## src/rtl/conv3x3_kernel_sel.sv

```systemverilog
// Streaming 3x3 convolution stage with a frame-latched kernel select.
// Four register stages (taps, row sums, total/round, abs/clamp) with a matching sync delay.
module conv3x3_kernel_sel #(
    parameter int COLORDEPTH  = 8,
    parameter int CHANNELS    = 1,
    parameter int ZERO_BORDER = 1
) (
    input  logic                             clk,
    input  logic                             rst_n,
    input  logic [CHANNELS*3*COLORDEPTH-1:0] vect_i,
    input  logic [2:0]                       mode_i,
    input  logic                             dv_i,
    input  logic                             hs_i,
    input  logic                             vs_i,
    output logic [CHANNELS*COLORDEPTH-1:0]   conv_o,
    output logic                             dv_o,
    output logic                             hs_o,
    output logic                             vs_o,
    output logic                             line_end_o,
    output logic [2:0]                       mode_o
);

    localparam int ACC_W = COLORDEPTH + 5;
    typedef logic signed [ACC_W-1:0] acc_t;
    typedef logic [COLORDEPTH-1:0]   pix_t;

    localparam logic [2:0] MODE_GAUSS   = 3'd1;
    localparam logic [2:0] MODE_SOBEL_X = 3'd2;
    localparam logic [2:0] MODE_SOBEL_Y = 3'd3;
    localparam logic [2:0] MODE_SHARPEN = 3'd4;
    localparam acc_t PIX_MAX_C   = $signed({5'b00000, {COLORDEPTH{1'b1}}});
    localparam acc_t GAUSS_RND_C = $signed({{(ACC_W-4){1'b0}}, 4'd8});
    localparam logic BLANK_EN_C  = (ZERO_BORDER != 32'sd0);

    function automatic acc_t ext(input pix_t p);
        return $signed({5'b00000, p});
    endfunction

    function automatic acc_t tri_sum(input pix_t a, input pix_t b, input pix_t c);
        return ext(a) + (ext(b) <<< 1'b1) + ext(c);
    endfunction

    pix_t tap_r [CHANNELS][3][3];
    acc_t row_s [CHANNELS][3];
    acc_t row_r [CHANNELS][3];
    acc_t tot_s [CHANNELS];
    acc_t sum_s [CHANNELS];
    acc_t sum_r [CHANNELS];
    acc_t mag_s [CHANNELS];
    logic [CHANNELS*COLORDEPTH-1:0] conv_s, conv_r;
    logic [2:0] mode_r, mode_eff_s, mode_p1_r, mode_p2_r, mode_p3_r;
    logic       blank_s, blank_p1_r, blank_p2_r, blank_p3_r;
    logic [1:0] cnt_r, cnt_next_s, pix_idx_s;
    logic       vs_rise_s, dv_rise_s;
    logic [3:0] dv_pipe_r, hs_pipe_r, vs_pipe_r;
    logic       line_end_r;

    // Edge detection, frame-edge mode pick and per-line border position.
    always_comb begin
        vs_rise_s = vs_i & ~vs_pipe_r[0];
        dv_rise_s = dv_i & ~dv_pipe_r[0];
        if (vs_rise_s) mode_eff_s = mode_i;
        else           mode_eff_s = mode_r;
        if (dv_rise_s) pix_idx_s = 2'd0;
        else           pix_idx_s = cnt_r;
        if (!dv_i)                  cnt_next_s = cnt_r;
        else if (pix_idx_s == 2'd2) cnt_next_s = 2'd2;
        else                        cnt_next_s = pix_idx_s + 2'd1;
        blank_s = BLANK_EN_C && (pix_idx_s != 2'd2);
    end

    // Control state: mode latch, border counter, sync delay lines and sideband pipes.
    always_ff @(posedge clk or negedge rst_n) begin
        if (!rst_n) begin
            mode_r     <= MODE_GAUSS;
            mode_p1_r  <= 3'd0;
            mode_p2_r  <= 3'd0;
            mode_p3_r  <= 3'd0;
            blank_p1_r <= 1'b0;
            blank_p2_r <= 1'b0;
            blank_p3_r <= 1'b0;
            cnt_r      <= 2'd0;
            dv_pipe_r  <= 4'd0;
            hs_pipe_r  <= 4'd0;
            vs_pipe_r  <= 4'd0;
            line_end_r <= 1'b0;
        end else begin
            mode_r     <= mode_eff_s;
            mode_p1_r  <= mode_eff_s;
            mode_p2_r  <= mode_p1_r;
            mode_p3_r  <= mode_p2_r;
            blank_p1_r <= blank_s;
            blank_p2_r <= blank_p1_r;
            blank_p3_r <= blank_p2_r;
            cnt_r      <= cnt_next_s;
            dv_pipe_r  <= {dv_pipe_r[2:0], dv_i};
            hs_pipe_r  <= {hs_pipe_r[2:0], hs_i};
            vs_pipe_r  <= {vs_pipe_r[2:0], vs_i};
            line_end_r <= dv_pipe_r[3] & ~dv_pipe_r[2];
        end
    end

    // Tap window: unconditional one-column shift, newest column into c0.
    always_ff @(posedge clk or negedge rst_n) begin
        if (!rst_n) begin
            for (int ch = 0; ch < CHANNELS; ch++)
                for (int r = 0; r < 3; r++)
                    for (int c = 0; c < 3; c++)
                        tap_r[ch][r][c] <= '0;
        end else begin
            for (int ch = 0; ch < CHANNELS; ch++) begin
                for (int r = 0; r < 3; r++) begin
                    tap_r[ch][r][2] <= tap_r[ch][r][1];
                    tap_r[ch][r][1] <= tap_r[ch][r][0];
                    tap_r[ch][r][0] <= vect_i[(ch*3+r)*COLORDEPTH +: COLORDEPTH];
                end
            end
        end
    end

    // Per-row weighted sums for the kernel that travelled with this column.
    always_comb begin
        for (int ch = 0; ch < CHANNELS; ch++) begin
            for (int r = 0; r < 3; r++) row_s[ch][r] = '0;
            case (mode_p1_r)
                MODE_GAUSS: begin
                    row_s[ch][0] = tri_sum(tap_r[ch][0][0], tap_r[ch][0][1], tap_r[ch][0][2]);
                    row_s[ch][1] = tri_sum(tap_r[ch][1][0], tap_r[ch][1][1], tap_r[ch][1][2]) <<< 1'b1;
                    row_s[ch][2] = tri_sum(tap_r[ch][2][0], tap_r[ch][2][1], tap_r[ch][2][2]);
                end
                MODE_SOBEL_X: begin
                    row_s[ch][0] = ext(tap_r[ch][0][0]) - ext(tap_r[ch][0][2]);
                    row_s[ch][1] = (ext(tap_r[ch][1][0]) - ext(tap_r[ch][1][2])) <<< 1'b1;
                    row_s[ch][2] = ext(tap_r[ch][2][0]) - ext(tap_r[ch][2][2]);
                end
                MODE_SOBEL_Y: begin
                    row_s[ch][0] = tri_sum(tap_r[ch][0][0], tap_r[ch][0][1], tap_r[ch][0][2]);
                    row_s[ch][2] = -tri_sum(tap_r[ch][2][0], tap_r[ch][2][1], tap_r[ch][2][2]);
                end
                MODE_SHARPEN: begin
                    row_s[ch][0] = -ext(tap_r[ch][0][1]);
                    row_s[ch][1] = (ext(tap_r[ch][1][1]) <<< 2'd2) + ext(tap_r[ch][1][1])
                                   - ext(tap_r[ch][1][0]) - ext(tap_r[ch][1][2]);
                    row_s[ch][2] = -ext(tap_r[ch][2][1]);
                end
                default: begin
                    row_s[ch][1] = ext(tap_r[ch][1][1]);
                end
            endcase
        end
    end

    // Window total, with the Gaussian normalisation rounded to nearest.
    always_comb begin
        for (int ch = 0; ch < CHANNELS; ch++) begin
            tot_s[ch] = row_r[ch][0] + row_r[ch][1] + row_r[ch][2];
            if (mode_p2_r == MODE_GAUSS) sum_s[ch] = (tot_s[ch] + GAUSS_RND_C) >>> 3'd4;
            else                         sum_s[ch] = tot_s[ch];
        end
    end

    // Magnitude for gradient kernels, clamp to pixel range, blank incomplete windows.
    always_comb begin
        conv_s = '0;
        for (int ch = 0; ch < CHANNELS; ch++) begin
            if (((mode_p3_r == MODE_SOBEL_X) || (mode_p3_r == MODE_SOBEL_Y)) && sum_r[ch][ACC_W-1])
                mag_s[ch] = -sum_r[ch];
            else
                mag_s[ch] = sum_r[ch];
            if (blank_p3_r)                conv_s[ch*COLORDEPTH +: COLORDEPTH] = '0;
            else if (mag_s[ch][ACC_W-1])   conv_s[ch*COLORDEPTH +: COLORDEPTH] = '0;
            else if (mag_s[ch] > PIX_MAX_C) conv_s[ch*COLORDEPTH +: COLORDEPTH] = '1;
            else                           conv_s[ch*COLORDEPTH +: COLORDEPTH] = mag_s[ch][COLORDEPTH-1:0];
        end
    end

    // Datapath stages S2..S4.
    always_ff @(posedge clk or negedge rst_n) begin
        if (!rst_n) begin
            for (int ch = 0; ch < CHANNELS; ch++) begin
                for (int r = 0; r < 3; r++) row_r[ch][r] <= '0;
                sum_r[ch] <= '0;
            end
            conv_r <= '0;
        end else begin
            for (int ch = 0; ch < CHANNELS; ch++) begin
                for (int r = 0; r < 3; r++) row_r[ch][r] <= row_s[ch][r];
                sum_r[ch] <= sum_s[ch];
            end
            conv_r <= conv_s;
        end
    end

    assign conv_o     = conv_r;
    assign dv_o       = dv_pipe_r[3];
    assign hs_o       = hs_pipe_r[3];
    assign vs_o       = vs_pipe_r[3];
    assign line_end_o = line_end_r;
    assign mode_o     = mode_r;

endmodule

```

## config.mk

```make
export PLATFORM = sky130hd
export DESIGN_NAME = conv3x3_kernel_sel
export DESIGN_NICKNAME = d
export VERILOG_FILES = /design/src/rtl/conv3x3_kernel_sel.sv
export SDC_FILE = /design/constraint.sdc
export NUM_CORES = 1
export LEC_CHECK = 0
export ABC_AREA = 1
export BUFFER_PORTS_ARGS = -buffer_cell sky130_fd_sc_hd__buf_2
export CORE_UTILIZATION = 30
export CTS_BUF_LIST = sky130_fd_sc_hd__clkbuf_2 sky130_fd_sc_hd__clkbuf_4 sky130_fd_sc_hd__clkbuf_8
export DETAILED_ROUTE_END_ITERATION = 10
export GPL_TIMING_DRIVEN = 0
export SKIP_CTS_REPAIR_TIMING = 1
export SYNTH_ARGS = -nofsm -noshare
export SYNTH_HDL_FRONTEND = slang
export SYNTH_SLANG_ARGS = --single-unit
```

## constraint.sdc

```tcl
create_clock -name clk -period 5 [get_ports clk]
set_input_delay 1.25 -clock clk [delete_from_list [all_inputs] [get_ports clk]]
set_output_delay 1.25 -clock clk [all_outputs]
set_load 0.1 [all_outputs]
```

# [Word level (Yosys, flattened, before mapping)]
# Cells that the tools add are included.
[op_classes] n_addsub=20 n_mul=0 div_mod_pow=0 order_cmp=1 n_eq_ne=9 shifts=0 muxes=11 bitwise_logic=6 reduce_logical=3
[op_table] operator="one-hot mux 13 bit (4 select lines)" n=2
[op_table] operator="adder 10 x 8 -> 11 bit" n=4
[op_table] operator="one-hot mux 13 bit (3 select lines)" n=1
[op_table] operator="adder 8 x 9 -> 10 bit" n=3
[op_table] operator="subtractor 8 x 8 -> 9 bit" n=3
[op_table] operator="adder 13 bit" n=2
[op_table] operator="two-way mux 13 bit" n=2
[op_table] operator="negator 8 -> 13 bit" n=2
[op_table] operator="two-way mux 8 bit" n=3
[op_table] operator="adder 13 x 5 -> 13 bit, second input constant" n=1
[op_table] operator="greater-than comparator 13 x 9 -> 1 bit, second input constant" n=1
[op_table] operator="negator 11 -> 13 bit" n=1
[op_table] operator="negator 13 bit" n=1
[op_table] operator="subtractor 12 x 9 -> 13 bit" n=1
[op_table] operator="== test 3 x 2 -> 1 bit, second input constant" n=4
[op_table] operator="subtractor 11 x 8 -> 12 bit" n=1
[op_table] operator="== test 3 x 1 -> 1 bit, second input constant" n=2
[op_table] operator="two-way mux 2 bit" n=2
[op_table] operator="bitwise AND 1 bit" n=3
[op_table] operator="== test 3 bit, second input constant" n=1
[op_table] operator="two-way mux 3 bit" n=1
[op_table] operator="inverter 1 bit" n=3
[op_table] operator="adder 2 x 1 -> 2 bit, second input constant" n=1
[op_table] operator="== test 2 bit, second input constant" n=1
[op_table] operator="4 further kinds" n=4
[totals] register_bits=162 latch_bits=0 ram_bits=0 romBits=0 input_bits=32 out_inout_bits=15 elab_cells=76 mem_count=0

# [Logic depth before layout (Yosys ltp)]
# Gate-level depths: netlist of run 1.
[logic_depth] ltp_word=8 ltp_mapped=20 mapped_depth_nobuf=20

# [Least setup slack after synthesis of run 1]
# No wires, ideal clock.
[synth_timing] path_type="reg-to-reg" startpoint="register tap_r[32] (netlist name)" endpoint="register, netlist name row_r[21]" setup_time_ps=138 arrival_time_ps=3022 t_required_ps=4862 path_slack_ps=1840 stages_incl_launch_ff=15 path_buffers=0 synth_period_minus_slack_ps=3160 path_cell_list="dfrtp_1 fa_1 inv_1 fa_1 nand3b_1 nand2_1 a21oi_1 xnor2_1 ha_1 nand2_1 nor3_1 a21oi_1 or2_2 nand3_1 o211ai_1"
[synth_rtl] item="from (decl)" line="43" text="pix_t tap_r [CHANNELS][3][3];"
[synth_rtl] item="from (signal, indexed assignment)" line="113" text="tap_r[ch][r][2] <= tap_r[ch][r][1];"
[synth_rtl] item="from (signal, indexed assignment)" line="114" text="tap_r[ch][r][1] <= tap_r[ch][r][0];"
[synth_rtl] item="from (signal, indexed assignment)" line="115" text="tap_r[ch][r][0] <= vect_i[(ch*3+r)*COLORDEPTH +: COLORDEPTH];"

==> flow_summary.ini, run 1 <==
[clocking]
h-tree-depth = 4
clock_sinks = 159
clk_latency_ps = 480
cts_buffer_depth = 2
clkSlewWorstSetupHoldPaths_ps = 90
cts-buffers-inserted = 17
cts_tree = done
root_buffer = clkbuf_8

[sta]
tightest_slew_ps = 898
skew_ps = 16.3
setup_tns_ps = 0
rsz0062_at_grt = no
relSlewSlack = 0.397
finalCritPeriodShare = 0.710
setup_viol = 0
period_needed_ps = 3550
final_max_slew_viol_count = 0
hold_violations = 0
fmax_mhz = 282
hold-worst-slack_ps = 354

[detailed_routing]
drt_pass1_iterations = 5
drt-total-wl_um = 22500
wl_per_cell_um = 13.0
vias = 7797
routed_via_density = 4.50
remaining_drc_errors = 0
drt-initial-drc-count = 412
drtAntennaViolNets = 0

[synth]
ys.flop_type = dfrtp_1
synthTopCellsByCount = nand2_1 (278), inv_1 (186), dfrtp_1 (158)
yosysTopAreaCellShare = 0.383
ys_warn_count = 0
yosysSeqAreaShare = 0.386
syn-num-nets = 1374
synth.ff_latch_count = 159
synth_top_cell_by_area = dfrtp_1
synth.area.top_cells = dfrtp_1 (38%), ha_1 (11%), nand2_1 (10%)
synthesis.area_mm2 = 0.0103
synthDistinctLibCells = 48
syn_inst = 1204
synth_edf_count = 0
syn_avg_cell_area_um2 = 8.57
synth_most_common_cell = nand2_1
async_flop_share = 1.00

[finish]
nFillCells = 3493
antenna_cells = 0
fin_nets = 1440
drive_above_1_share = 0.108
utilization = 0.343
syn_to_final_growth_pct = 11.9

[status]
outcome = completed

[place]
dp_hpwl_um = 17800
portBuffers = 46
gp_congestion = 0.872

[grt]
antenna_found_initial = 0
grtUsageMet1 = 0.183
busiest_layer = met2
grt_overflow = 0
grt.total_usage = 0.137
met2_usage = 0.218
use_met3 = 0.0278
grt_pass1_vias = 7774
grt_pass1_wl_um = 38100
grt_max_degree = 90

[worst_setup_path]
cp.required_ps = 5330
critPathLaunchType = flop
crit_type = reg2reg
end_kind = flop
arrival_ps = 3880
cp_max_fo = 5
reg2reg_depth = 16
r2r_slack_ps = 1450
startpoint = tap_r[41]$_DFF_PN0_
crit_path_end = row_r[21]$_DFF_PN0_
r2r_end = row_r[21]$_DFF_PN0_
timing.rr.start = tap_r[41]$_DFF_PN0_

[floorplan]
start_util = 0.306
die_width_um = 187
num_io_pins = 47
die_h_um = 187
core-area_mm2 = 0.0337
dieArea_mm2 = 0.0351
rows = 67

[power_and_ir_drop]
power_density_mw_per_mm2 = 452
vdd_drop_max_uv = 303
p_leak_nw = 5.87

[run]
max-cap-violations = 0

[worst_hold_path]
worstHoldStart = hs_pipe_r[0]$_DFF_PN0_
hp-class = reg2reg
## metal layers
metal	up-vias	routed length (um)
li1	4024	-
met1	3623	11000
met2	127	10300
met3	23	779
met4	0	408
met5	-	0
## power breakdown
part / switching (mW) / leakage [nW] / internal (mW) / total, mW
Combinational: 1.75 / 3.77 / 0.877 / 2.62
Sequential: 0.139 / 1.91 / 1.50 / 1.64
Clock: 0.543 / 0.195 / 0.419 / 0.962
## how the worst min path moves through the flow
stage / to / slack [ps] / depth (start not counted)
floorplan: blank_p2_r$_DFF_PN0_ / 330 / 0
global placement: dv_pipe_r[2]$_DFF_PN0_ / 330 / 0
detailed placement: vs_pipe_r[2]$_DFF_PN0_ / 330 / 0
CTS: hs_pipe_r[1]$_DFF_PN0_ / 360 / 0
global route: vs_pipe_r[3]$_DFF_PN0_ / 360 / 0
finish: hs_pipe_r[1]$_DFF_PN0_ / 350 / 0
## cells by family after synthesis
kind of cell,after synthesis,synth area share
adders and majority gates,138,0.202
AOI/OAI and AO/OA,157,0.0876
muxes,1,0.00109
buffers and inverters,201,0.0741
xor gates and xnor gates,27,0.0244
DFF,159,0.386
and+or+nand+nor,521,0.225
## cells in the final DEF, fill, tap and decap left out, drive strengths merged, types with 2 or more instances in the layout
master	count
a21o	2
a21oi	72
a221oi	2
a31oi	8
buf	50
clkbuf	25
clkinv	2
clkinvlp	3
dfrtp	158
fa	48
ha	90
inv	199
nand2	299
nand3	77
nand3b	6
nand4	18
nor2	89
nor3	18
o2111ai	6
o211ai	4
o21ai	43
o21bai	4
o221ai	4
o22ai	5
o311ai	4
or2	13
xnor2	12
xor2	15
## flip-flops by register name (all words and copies together), names as in the netlist
name,count
mode_o,1
mode_p3_r,2
line_end_o,1
conv_o,8
blank_p2_r,1
blank_p3_r,1
vs_pipe_r,4
blank_p1_r,1
cnt_r,2
dv_pipe_r,4
mode_p1_r,3
row_r,39
mode_p2_r,3
sum_r,13
tap_r,72
hs_pipe_r,4
## area by class of cell
cell class                      instances  area (um2)  area share
Buffer                                 11        51.3     0.00444
Multi-Input combinational cell        844        5570       0.483
Timing Repair Buffer                   47         268      0.0232
Clock inverter                         15         164      0.0142
Sequential cell                       159        3980       0.345
Tap cell                              448         561      0.0486
Clock buffer                           17         234      0.0203
Inverter                              190         713      0.0618
## through the flow
step	setup WS (ps)	power (mW)	cells	area [um2]
floorplan	1840	3.70	1204	10300
global placement	182	4.23	1698	11100
detailed placement	1450	4.28	1699	11100
CTS	1430	5.29	1731	11500
global route	1080	5.71	1731	11500
finish	1450	5.22	1731	11500
## critical path: stages, from the launching register on
cell	delay [ps]
dfrtp_1	500
inv_1	80
ha_1	280
ha_1	240
inv_1	80
fa_1	420
nand3b_1	180
nand2_1	140
a21oi_1	100
xnor2_1	160
ha_1	350
nand2_1	80
nor3_1	150
a21oi_1	160
or2_2	320
nand3_1	90
o211ai_1	100
(Power assumes the default switching activity.)
==> run 2: changes to the inputs <==
--- a/config.mk
+++ b/config.mk
@@ -5,7 +5,7 @@
 export SDC_FILE = /design/constraint.sdc
 export NUM_CORES = 1
 export LEC_CHECK = 0
-export ABC_AREA = 1
+export ABC_AREA = 0
 export BUFFER_PORTS_ARGS = -buffer_cell sky130_fd_sc_hd__buf_2
 export CORE_UTILIZATION = 30
 export CTS_BUF_LIST = sky130_fd_sc_hd__clkbuf_2 sky130_fd_sc_hd__clkbuf_4 sky130_fd_sc_hd__clkbuf_8
==> constraint.sdc (replaced) <==
create_clock -name clk -period 3.5 [get_ports clk]
set_input_delay 0.875 -clock clk [delete_from_list [all_inputs] [get_ports clk]]
set_output_delay 0.875 -clock clk [all_outputs]
set_load 0.1 [all_outputs]
==> run 2 against run 1 <==
Effect of this change: sequential cell count did not move; synthesized area down 4.8%; first-iteration DRC count decreased by 4.6%; highest routed layer unchanged; wire length down 6.1%; clock skew about the same; largest power group unchanged; non-clock buffer count up 24; the run now ends with negative setup slack left; core utilization rose by 1.7 points; critical path depth fell by 5; cell area is 0.71% lower.
==> flow_summary.ini, run 2 <==
[grt]
grt_pass1_vias = 7089
grt_overflow = 0
grt.total_usage = 0.133
grt_pass1_wl_um = 34900
antenna_found_initial = 0
grt_max_degree = 123

[status]
violations = negative setup slack
outcome = complete, but fails checks

[clocking]
clkSlewWorstSetupHoldPaths_ps = 100
clock_sinks = 159
h-tree-depth = 4
cts_buffer_depth = 2
clk_latency_ps = 470
root_buffer = clkbuf_8
cts_tree = done
cts-buffers-inserted = 17

[synth]
async_flop_share = 1.00
synthMuxAreaShare = 0.0134
syn_avg_cell_area_um2 = 10.6
synth_edf_count = 0
yosysSeqAreaShare = 0.405
ys.flop_type = dfrtp_1
syn_inst = 924
synth_most_common_cell = dfrtp_1
synthTopCellsByCount = dfrtp_1 (158), ha_1 (90), inv_1 (80)
synth_top_cell_by_area = dfrtp_1
synth-xor-area-share = 0.0845
yosysTopAreaCellShare = 0.402
ys_warn_count = 0
synth.ff_latch_count = 159
synth-simple-area-share = 0.106
synthDistinctLibCells = 68
synth_compound_area_frac = 0.140
synthesis.area_mm2 = 0.00983
yosys.area_share.adder = 0.213
synth_top_family_by_area = adder cells
synth.area.top_cells = dfrtp_1 (40%), ha_1 (11%), fa_1 (9.8%)
syn-num-nets = 1094

[detailed_routing]
routed_via_density = 4.71
wl_met3_um = 653
wl_per_cell_um = 14.5
drt-initial-drc-count = 393
drtAntennaViolNets = 0
drt-total-wl_um = 21100
dr_wl_met2_um = 10100
top_layer = met4
remaining_drc_errors = 0
vias = 6866
m1WireLength_um = 9960
drt_pass1_iterations = 5

[sta]
period_needed_ps = 3560
tightest_slew_ps = 1200
skew_ps = 16.5
fin_ws_ps = -55.3
finalCritPeriodShare = 1.02
hold_violations = 0
setup_tns_ps = -108
rsz0062_at_grt = yes
setup_viol = 2
relSlewSlack = 0.197
final_max_slew_viol_count = 0
fmax_mhz = 281

[floorplan]
core-area_mm2 = 0.0319
start_util = 0.308
num_io_pins = 47
die_h_um = 183
die_width_um = 183
rows = 65
dieArea_mm2 = 0.0335

[worst_setup_path]
crit_chain = fa_1 > ha_2 > fa_2 > a21o_1 > a221oi_4 > xor2_2 > or4_4 > or2_4 > or3_4 > mux2_4 > o21ai_1
critical_path.max_stage_delay_ps = 490
cp_max_fo = 4
end_kind = flop
arrival_ps = 3950
timing.rr.start = row_r[1]$_DFF_PN0_
slowest_stage = fa_1
reg2reg_depth = 11
r2r_slack_ps = -60
cp.required_ps = 3890
crit_type = reg2reg
r2r_end = sum_r[11]$_DFF_PN0_
critPathLaunchType = flop
startpoint = row_r[1]$_DFF_PN0_

[place]
dp_hpwl_um = 16000
gp_congestion = 0.860
portBuffers = 46
placed_area_mm2 = 0.0107
pre_cts_ws_ps = -581

[finish]
biggestRegsByFlops = tap_r x72, row_r x39, sum_r x13
drive_above_1_share = 0.169
final_area_mm2 = 0.0115
seq_area_mm2 = 0.00399
nFillCells = 3227
antenna_cells = 0
fin_nets = 1179
largest_register_ffs = 72
utilization = 0.360
multi_input_area_mm2 = 0.00572
layout_commonest_cell = dfrtp_1
top_register = tap_r
layout_common_cells = dfrtp_1 (148), ha_1 (81), inv_1 (76)
syn_to_final_growth_pct = 16.6

[run]
max-cap-violations = 0

[power_and_ir_drop]
power_density_mw_per_mm2 = 726
vdd_drop_max_uv = 462
p_total_mw = 8.32
p_leak_nw = 5.21

[worst_hold_path]
hp-class = in2async
-- run 2: worst max path at each step --
stage	end	cells after the start	slack (ps)
after global routing	sum_r[10]$_DFF_PN0_	11	-210
final	sum_r[11]$_DFF_PN0_	11	-60
after floorplan	sum_r[10]$_DFF_PN0_	11	5
after detailed placement	row_r[24]$_DFF_PN0_	18	-580
after global placement	tap_r[47]$_DFF_PN0_	1	-850
after CTS	row_r[24]$_DFF_PN0_	18	-570
-- run 2: cell families after synthesis --
| kind of cell | Yosys count |
|---|---|
| multiplexers | 12 |
| AND/OR/NAND/NOR | 211 |
| buffers and inverters | 96 |
| XOR/XNOR | 94 |
| adder cells (fa/ha/maj) | 139 |
| AO/OA/AOI/OAI | 213 |
| flip-flops | 159 |
-- run 2: critical path: cells and delay by family, from the launching register on --
| family | cells | cell delay, ps |
|---|---|---|
| AOI/OAI and AO/OA | 3 | 590 |
| xor gates and xnor gates | 1 | 110 |
| muxes | 1 | 310 |
| DFF | 1 | 400 |
| and+or+nand+nor | 3 | 1030 |
| adders and majority gates | 3 | 1060 |
-- run 2: through the flow --
stage / instances / hold slack (ps)
2_1_floorplan: 924 / 331
3_3_place_gp: 1405 / 335
3_5_place_dp: 1406 / 336
4_1_cts: 1438 / 244
5_1_grt: 1457 / 261
6_report: 1457 / 268
-- run 2: final cells by class --
cell class	count	share of cell area
tap	435	0.0475
buffer	16	0.00589
inverter	80	0.0262
timing repair buffer	66	0.0358
clock inverter	14	0.0156
multi-input combinational	669	0.499
clock buffer	18	0.0216
sequential	159	0.348
-- run 2: routing by layer --
| layer | vias to the layer above | global-route usage |
|---|---|---|
| li1 | 3371 | - |
| met4 | 0 | 0.0490 |
| met2 | 114 | 0.224 |
| met5 | - | 0 |
| met3 | 34 | 0.0258 |
| met1 | 3347 | 0.170 |
-- run 2: power by group --
| part | total, mW | switching (mW) | internal (mW) |
|---|---|---|---|
| Combinational | 4.40 | 2.59 | 1.81 |
| Sequential | 2.43 | 0.238 | 2.19 |
| Clock | 1.50 | 0.759 | 0.739 |
